--- config.mk ---
export PLATFORM = sky130hd
export DESIGN_NAME = vc_arbiter
export DESIGN_NICKNAME = d
export VERILOG_FILES = /design/src/rtl/pcie_defs.sv /design/src/rtl/rr_pick.sv /design/src/rtl/vc_arbiter.sv
export SDC_FILE = /design/constraint.sdc
export NUM_CORES = 1
export LEC_CHECK = 0
export BUFFER_PORTS_ARGS = -buffer_cell sky130_fd_sc_hd__buf_2
export CORE_MARGIN = 2
export CORE_UTILIZATION = 41
export DETAILED_ROUTE_END_ITERATION = 8
export HOLD_SLACK_MARGIN = 0.15
export MAX_ROUTING_LAYER = met4
export PLACE_DENSITY = 0.7
export RECOVER_POWER = 25
export REMOVE_ABC_BUFFERS = 1
export SYNTH_ARGS = -nofsm -noshare
export SYNTH_HDL_FRONTEND = slang
export SYNTH_SLANG_ARGS = --single-unit
--- constraint.sdc ---
create_clock -name CLK -period 4.5 [get_ports CLK]
set_clock_uncertainty 0.15 [all_clocks]
set_input_delay 0 -clock CLK [delete_from_list [all_inputs] [get_ports CLK]]
set_output_delay 0 -clock CLK [all_outputs]
set_load 0.005 [all_outputs]
--- src/rtl/pcie_defs.sv ---
// Shared definitions for the pcie egress arbiters: default sizes, FSM encodings
// and the VC index type.
package pcie_defs;
  localparam int NUM_VC = 4;
  localparam int DATA_W = 8;
  localparam int BURST  = 4;
  localparam int VC_W   = 2;

  localparam logic [0:0] IDLE  = 1'b0;
  localparam logic [0:0] SERVE = 1'b1;

  typedef logic [VC_W-1:0] vc_idx_t;
endpackage

--- src/rtl/rr_pick.sv ---
// Combinational 4-way round-robin selector: first set elig bit after rr_ptr,
// wrapping around so rr_ptr itself is considered last.
module rr_pick
  import pcie_defs::*;
(
  input  logic [NUM_VC-1:0] elig,
  input  vc_idx_t           rr_ptr,
  output logic              found,
  output vc_idx_t           next_vc
);
  vc_idx_t cand;

  // Walk from farthest to nearest so the closest eligible VC wins.
  always_comb begin
    found   = 1'b0;
    next_vc = rr_ptr;
    cand    = '0;
    for (int k = NUM_VC; k >= 1; k--) begin
      cand = rr_ptr + VC_W'(k);
      if (elig[cand]) begin
        found   = 1'b1;
        next_vc = cand;
      end
    end
  end
endmodule

--- src/rtl/vc_arbiter.sv ---
// Round-robin, burst-limited scheduler for four VC FIFOs onto one egress word
// path with a 2-cycle pop-to-valid pipeline.
module vc_arbiter #(
  parameter int NUM_VC = pcie_defs::NUM_VC,
  parameter int DATA_W = pcie_defs::DATA_W,
  parameter int BURST  = pcie_defs::BURST
) (
  input  logic                       CLK,
  input  logic                       RESET,
  input  logic [NUM_VC-1:0]          CONTROL,
  input  logic [NUM_VC-1:0]          fifo_empty,
  input  logic [NUM_VC*DATA_W-1:0]   fifo_data,
  input  logic                       almost_full,
  output logic [NUM_VC-1:0]          pop,
  output logic [DATA_W-1:0]          data_out,
  output logic                       valid_out,
  output logic [pcie_defs::VC_W-1:0] grant,
  output logic                       idle
);
  import pcie_defs::*;

  logic [0:0]                    state;
  vc_idx_t                       rr_ptr, sel_q, pick_ptr, next_vc;
  logic [3:0]                    burst_cnt;
  logic [1:0]                    vld_pipe;
  logic [NUM_VC-1:0]             elig;
  logic [NUM_VC-1:0][DATA_W-1:0] words;
  logic                          found, rotate, serve_pop;

  assign elig  = ~fifo_empty & CONTROL;
  assign words = fifo_data;

  // While serving, the search restarts just after the current owner.
  assign pick_ptr  = (state == SERVE) ? grant : rr_ptr;
  assign rotate    = (state == SERVE) && ((burst_cnt == 4'(BURST)) || !elig[grant]);
  assign serve_pop = (state == SERVE) && !rotate && !almost_full;

  rr_pick u_pick (
    .elig    (elig),
    .rr_ptr  (pick_ptr),
    .found   (found),
    .next_vc (next_vc)
  );

  always_comb begin
    pop = '0;
    if (serve_pop) pop[grant] = 1'b1;
  end

  always_ff @(posedge CLK or posedge RESET) begin
    if (RESET) begin
      state     <= IDLE;
      rr_ptr    <= 2'd3;
      grant     <= '0;
      burst_cnt <= '0;
    end else if (state == IDLE) begin
      if (found) begin
        grant     <= next_vc;
        burst_cnt <= '0;
        state     <= SERVE;
      end
    end else if (rotate) begin
      rr_ptr    <= grant;
      burst_cnt <= '0;
      if (found) grant <= next_vc;
      else       state <= IDLE;
    end else if (serve_pop) begin
      burst_cnt <= burst_cnt + 4'd1;
    end
  end

  // vld_pipe[0]: word presented by the FIFO this cycle; vld_pipe[1]: on data_out.
  always_ff @(posedge CLK or posedge RESET) begin
    if (RESET) begin
      vld_pipe <= '0;
      sel_q    <= '0;
      data_out <= '0;
    end else begin
      vld_pipe <= {vld_pipe[0], serve_pop};
      if (serve_pop)   sel_q    <= grant;
      if (vld_pipe[0]) data_out <= words[sel_q];
    end
  end

  assign valid_out = vld_pipe[1];
  assign idle      = (state == IDLE) && (vld_pipe == '0);
endmodule
* After elaboration in Yosys (flattened, before gate mapping)
Index checks and enable logic that the tools add are counted.
** Word-level totals
- Register bits after elaboration :: 21
- Latch bits :: 0
- RAM bits :: 0
- Bits in read-only memories :: 0
- Input bits :: 43
- Output and inout port bits :: 16
- Word-level logic and storage cells :: 70
- Memories kept :: 0
** Operators by class
- Add/subtract/negate cells :: 4
- Multiply operators :: 0
- Divide/modulo/power cells :: 0
- Magnitude comparators :: 7
- Eq/ne operators :: 3
- Shifts and indexed selects :: 0
- Mux-type cells :: 33
- Bitwise operators :: 3
- Reductions and logical operators :: 13
** Operators with widths (count)
- 2-to-1 mux 4 bit :: 5
- < comparator 2 x 3 -> 1 bit, second input constant :: 6
- binary-select mux 8 bit (select 2 bit) :: 1
- 2-to-1 mux 2 bit :: 7
- 2-to-1 mux 1 bit :: 13
- binary-select mux 1 bit (select 2 bit) :: 5
- 2-to-1 mux 8 bit :: 1
- logical AND 1 bit :: 5
- adder 2 bit, second input constant :: 2
- adder 4 x 1 -> 4 bit, second input constant :: 1
- AND 4 bit :: 1
- equality test 4 x 3 -> 1 bit, second input constant :: 1
- inverter 4 bit :: 1
- AND reduction 2 bit :: 2
- logical NOT 1 bit :: 3
- != test 3 x 1 -> 1 bit, second input constant :: 1
- adder 2 x 1 -> 2 bit, second input constant :: 1
- demux 1 bit (select 2 bit) :: 1
- >= comparator 2 x 1 -> 1 bit, second input constant :: 1
- logical NOT 2 bit :: 1
- != test 2 x 1 -> 1 bit, second input constant :: 1
- nonzero test 2 bit :: 1
- logical OR 1 bit :: 1
- inverter 1 bit :: 1

* Depth between registers and ports, before layout
- Depth in word-level cells :: 13
- Depth in mapped cells :: 7
- Depth with buffers taken out :: 7

* Modules after synthesis
A second synthesis with hierarchy kept.
** Unflattened totals
- Cells, all modules :: 108
- Area total of the unflattened synthesis :: 1278.7 µm²
** By module, submodules not included
- vc_arbiter :: times used 1, cells each 94, area an instance 1196.1 µm², seq. area each 528.0 µm²
- rr_pick :: times used 1, cells each 14, area an instance 82.6 µm², seq. area each 0.0 µm²

* Worst setup path after synthesis
No wires, ideal clock.
- Path type :: register to register
- Start point :: register grant[0] in the netlist's numbering
- End point :: register burst_cnt[0]
- Library setup time :: 125 ps
- Arrival time :: 1469 ps
- Data required time :: 4225 ps
- Setup slack :: 2756 ps
- Stages on the path, launching flop included :: 6
- Path buffers :: 1
- Clock period less this slack :: 1744 ps
- Cells stage by stage :: dfrtp_1 -> buf_6 -> o31ai_2 -> nor3_4 -> a21o_1 -> mux2_4
** On the way
- Word-level cells in the longest chain between the ends :: 10
- Elaborated cells on any way between the ends :: 29
- Classes of those cells :: 3 x add/sub; 1 x eq/ne; 17 x mux; 8 x reduce/logical
** Ends and longest elaborated chain
- start: declaration :: RTL line vc_arbiter.sv:17 : output logic [pcie_defs::VC_W-1:0] grant,
- start signal: assignment :: RTL line vc_arbiter.sv:58 : grant <= next_vc;
- start signal: assignment :: RTL line vc_arbiter.sv:65 : if (found) grant <= next_vc;
- branches (longest 10 deep; another with adder 2 bit)
- end signal: assignment :: RTL line vc_arbiter.sv:68 : burst_cnt <= burst_cnt + 4'd1;
- end: declaration :: RTL line vc_arbiter.sv:24 : logic [3:0] burst_cnt;
Parallel ways; which one is timed is not known. The select of a mux whose other input is x is not followed.
A chain may end at the register's enable or synchronous reset.

* Worst setup path in the final report
- Start point :: register sel_q[0]
- End point :: register data_out[0]
** On the way
- Word-level cells in the longest chain between the ends :: 2
** Ends and longest elaborated chain
- start: declaration :: RTL line vc_arbiter.sv:23 : vc_idx_t rr_ptr, sel_q, pick_ptr, next_vc;
- start signal: assignment :: RTL line vc_arbiter.sv:80 : if (serve_pop) sel_q <= grant;
- binary-select mux 8 bit (select 2 bit) :: RTL line vc_arbiter.sv:81 : if (vld_pipe[0]) data_out <= words[sel_q];
- 2-to-1 mux 8 bit (implied by the code) :: RTL line vc_arbiter.sv:81
- end signal: assignment :: RTL line vc_arbiter.sv:81
- end: declaration :: RTL line vc_arbiter.sv:15 : output logic [DATA_W-1:0] data_out,
Every way passes these cells. The select of a mux whose other input is x is not followed.

==> results summary <==
The total CTS buffers is 3. The timing-limited maximum frequency is 421 MHz. The final count of hold timing violations came out at 0.

The antenna diode count is 0. The number of warnings issued by yosys came out at 0. The combinational cell fraction of total power came out at 0.500. The worst hold path belongs to the class input pin to flip-flop. The fraction of final layout cells with drive strength greater than 1 is 0.466. The internal power of the cells totals 0.000602 W.

The number of cells after detailed placement came out at 205. The relative area change from synthesis to final layout came out at 45.1%. The H-tree level count came out at 1. The worst setup path is captured at a flip-flop. The number of antenna violations at the first check in global routing came out at 0. The buffer count from post-CTS setup fixing is 0. The proportion of synthesized chip area in sequential cells came out at 0.400. The first-pass GRT wire length came out at 5380 um. The final HPWL from detailed placement came out at 2500 um.

The worst hold path stage count is 6. The routed design could run at a clock period as short as 2.37 ns. The total power draw is 0.000939 W. The number of fill cells is 257. For this configuration, the core starts out at a cell density of 0.432. The proportion of power drawn by flip-flops and latches came out at 0.404. The max-slew violation total from the final report is 0. The floorplan step set the die height to 60.7 um. The flow ran to the end, and the final reports show no timing, DRC or antenna violations.

The cell area after technology mapping is 1320 um^2. Pin placement for this block handled 59 I/O pins. The utilization after layout came out at 0.627. Across the VDD grid, the largest voltage drop is 264 uV. The total overflow left after global routing is 0. The die covers 3690 um^2. The finished layout holds 235 standard cells, fillers aside. Setup repair after global routing left no endpoint under its margin. The cts-stage hold buffer count came out at 26. The number of setup violations in the final report came out at 0. The detail-routed via count per cell is 4.95. Measured against its own limit, the worst slew margin works out to 0.462. The largest net degree at the start of global routing is 22. The switching power of the nets came out at 0.000336 W. The final clock period utilization by the worst path came out at 0.527. By area the synthesized netlist is led by sky130_fd_sc_hd__dfrtp_1 36%, sky130_fd_sc_hd__mux4_2 14%, sky130_fd_sc_hd__mux2_2 7.7%.

Of the total power, the share spent switching nets is 0.358. The post-route worst hold slack came out at 0.168 ns. The clock reaches the later pin of the worst-skew pair after 0.30 ns. The number of clock sinks seen by CTS is 21. The post-detailed-routing wire length is 3370 um. The clock input transition at the sequential cells of the worst setup and hold paths came out at 0.12 ns.

The violation count after the first detailed-routing iteration came out at 27. The share of the synthesized area in the top cell type came out at 0.360. The number of cells upsized or downsized after cts came out at 0. The top fanout value on the critical path came out at 9. The routed layout has 1164 vias.

The number of DRC violations after detailed routing is 0. After synthesis, the netlist uses 37 different library cells. The leakage power came out at 0.904 nW.

The total power per unit cell area is 490 nW/um^2. The share of power burned in the clock network came out at 0.096. In this run the remaining antenna-violating nets after routing total 0.

Max-cap violations in this run came to 0. The final weighted congestion in routability-driven placement came out at 0.808. The number of port buffers is 58. The most common cell after layout, fill and taps aside is sky130_fd_sc_hd__buf_2.

The peak per-stage delay on the critical path came out at 0.69 ns. The horizontal die dimension came out at 60.7 um. The via count of the first global-routing pass came out at 1234. The required arrival time at the worst endpoint is 4.55 ns. The area of the placeable core came out at 3050 um^2. The number of standard-cell rows in the floorplan came out at 20.

The net count of the finished layout is 237. sky130_fd_sc_hd__dfrtp_1 takes more of the synthesized area than any other cell. The setup TNS is 0 ns. Dividing the detail-routed wire length by the instance count gives 14.3 um.

The per-instance average area after synthesis is 12.2 um^2. Traced cell by cell, the critical path runs through mux4_2 -> dlygate4sd3_1 -> mux2_2. TritonCTS built the clock tree. The number of storage elements in the synthesis netlist is 21. The first-pass iteration count of the detailed router is 4.

The cell count after synthesis came out at 108. STA classifies the critical path startpoint as a flip-flop. The root buffer cell chosen for the clock tree is sky130_fd_sc_hd__clkbuf_4. Among all stages on the critical path, the largest delay is contributed by sky130_fd_sc_hd__dfrtp_1. The logic depth of the worst register-to-register path is 3. The worst endpoint data arrival time came out at 2.42 ns. In the layout the commonest cells are 56 x sky130_fd_sc_hd__buf_2, 26 x sky130_fd_sc_hd__dlygate4sd3_1, 19 x sky130_fd_sc_hd__dfrtp_1, 12 x sky130_fd_sc_hd__nor2_1, 9 x sky130_fd_sc_hd__mux2_2.

The critical path is of the flip-flop to flip-flop type. For this run, the total global-route usage over all layers was measured as 0.207. Counting along the longest clock path gives a buffer depth of 2. The transition time of the tightest slew-check pin is 0.806 ns.
sequential cells by signal, indices dropped and copies added, names as in the netlist:
signal     count
burst_cnt      4
rr_ptr         2
data_out       8
vld_pipe       2
grant          2
sel_q          2
state          1
cell usage after synthesis:
cell                       count
sky130_fd_sc_hd__dfrtp_1      19
sky130_fd_sc_hd__nor2_1       12
sky130_fd_sc_hd__mux2_2        9
sky130_fd_sc_hd__mux4_2        8
sky130_fd_sc_hd__inv_1         6
sky130_fd_sc_hd__nand2_1       5
sky130_fd_sc_hd__mux2_1        4
sky130_fd_sc_hd__nand2b_1      4
sky130_fd_sc_hd__a21o_1        3
sky130_fd_sc_hd__a22o_1        3
sky130_fd_sc_hd__o21ai_0       3
sky130_fd_sc_hd__buf_6         2
sky130_fd_sc_hd__clkbuf_1      2
sky130_fd_sc_hd__dfstp_2       2
sky130_fd_sc_hd__ha_1          2
sky130_fd_sc_hd__nor2b_1       2
sky130_fd_sc_hd__nor3_1        2
sky130_fd_sc_hd__a21oi_1       1
sky130_fd_sc_hd__buf_2         1
sky130_fd_sc_hd__inv_4         1
sky130_fd_sc_hd__mux2_4        1
sky130_fd_sc_hd__mux2i_1       1
sky130_fd_sc_hd__nand2_2       1
sky130_fd_sc_hd__nand2b_4      1
sky130_fd_sc_hd__nand3_1       1
sky130_fd_sc_hd__nand3b_1      1
sky130_fd_sc_hd__nand4_1       1
sky130_fd_sc_hd__nand4b_1      1
sky130_fd_sc_hd__nor2_2        1
sky130_fd_sc_hd__nor3_4        1
sky130_fd_sc_hd__nor4_4        1
sky130_fd_sc_hd__o211a_4       1
sky130_fd_sc_hd__o211ai_1      1
sky130_fd_sc_hd__o22ai_1       1
sky130_fd_sc_hd__o31a_1        1
sky130_fd_sc_hd__o31ai_2       1
sky130_fd_sc_hd__o32ai_4       1
power groups by stage:
stage	sequential, W	combinational (W)	clock (W)
after global placement	0.000375	0.000387	0
after detailed placement	0.000384	0.000402	0
after CTS	0.000379	0.000470	0.0000947
after global routing	0.000397	0.000511	0.000103
after floorplan	0.000366	0.000281	0
final	0.000379	0.000469	0.0000906
logic make-up (layout without fill, tap and decap cells):
family          count (synthesis)  after routing  synth area share
simple gates                   34             34             0.154
mux                            23             23             0.266
flops                          21             21             0.400
compound gates                 16             16             0.113
buf+inv                        12             95            0.0483
fa+ha+maj                       2              2            0.0190
cell type report:
| cell class | instances | area, um^2 | share of cell area |
|---|---|---|---|
| clock buffer | 3 | 22.5 | 0.0118 |
| tap | 44 | 55.1 | 0.0287 |
| timing repair buffer | 84 | 548 | 0.286 |
| clock inverter | 1 | 5.00 | 0.00261 |
| inverter | 7 | 28.8 | 0.0150 |
| sequential | 21 | 528 | 0.276 |
| multi-input combinational | 75 | 728 | 0.380 |
path summary, 6_finish.rpt:
check | from | slack (ns) | end
min in group asynchronous | RESET | 0.24 | data_out[6]
max | sel_q[0] | 2.13 | data_out[0]
min | fifo_empty[0] | 0.17 | grant[0]
max reg2reg | sel_q[0] | 2.13 | data_out[0]
min reg2reg | data_out[5] | 0.37 | data_out[5]
max in group asynchronous | RESET | 3.46 | burst_cnt[2]
metrics by stage:
| step | setup WS (ns) | area [um^2] |
|---|---|---|
| 2_1_floorplan | 2.73 | 1280 |
| 3_3_place_gp | 2.64 | 1630 |
| 3_5_place_dp | 2.57 | 1630 |
| 4_1_cts | 2.15 | 1920 |
| 5_1_grt | 2.02 | 1920 |
| 6_report | 2.13 | 1920 |
layer usage:
| layer | GRT usage | share of wire | vias to the layer above |
|---|---|---|---|
| met5 | - | 0 | - |
| li1 | - | - | 559 |
| met4 | 0.0683 | 0.028 | 0 |
| met3 | 0.0256 | 0.029 | 10 |
| met2 | 0.386 | 0.54 | 27 |
| met1 | 0.224 | 0.40 | 568 |
critical path, delay by kind of cell (launching register included):
family	cells	cell delay, ns
buffers and inverters	1	0.59
DFF	1	0.69
muxes	2	0.85
Note: power is estimated with default switching activity, not from simulation.
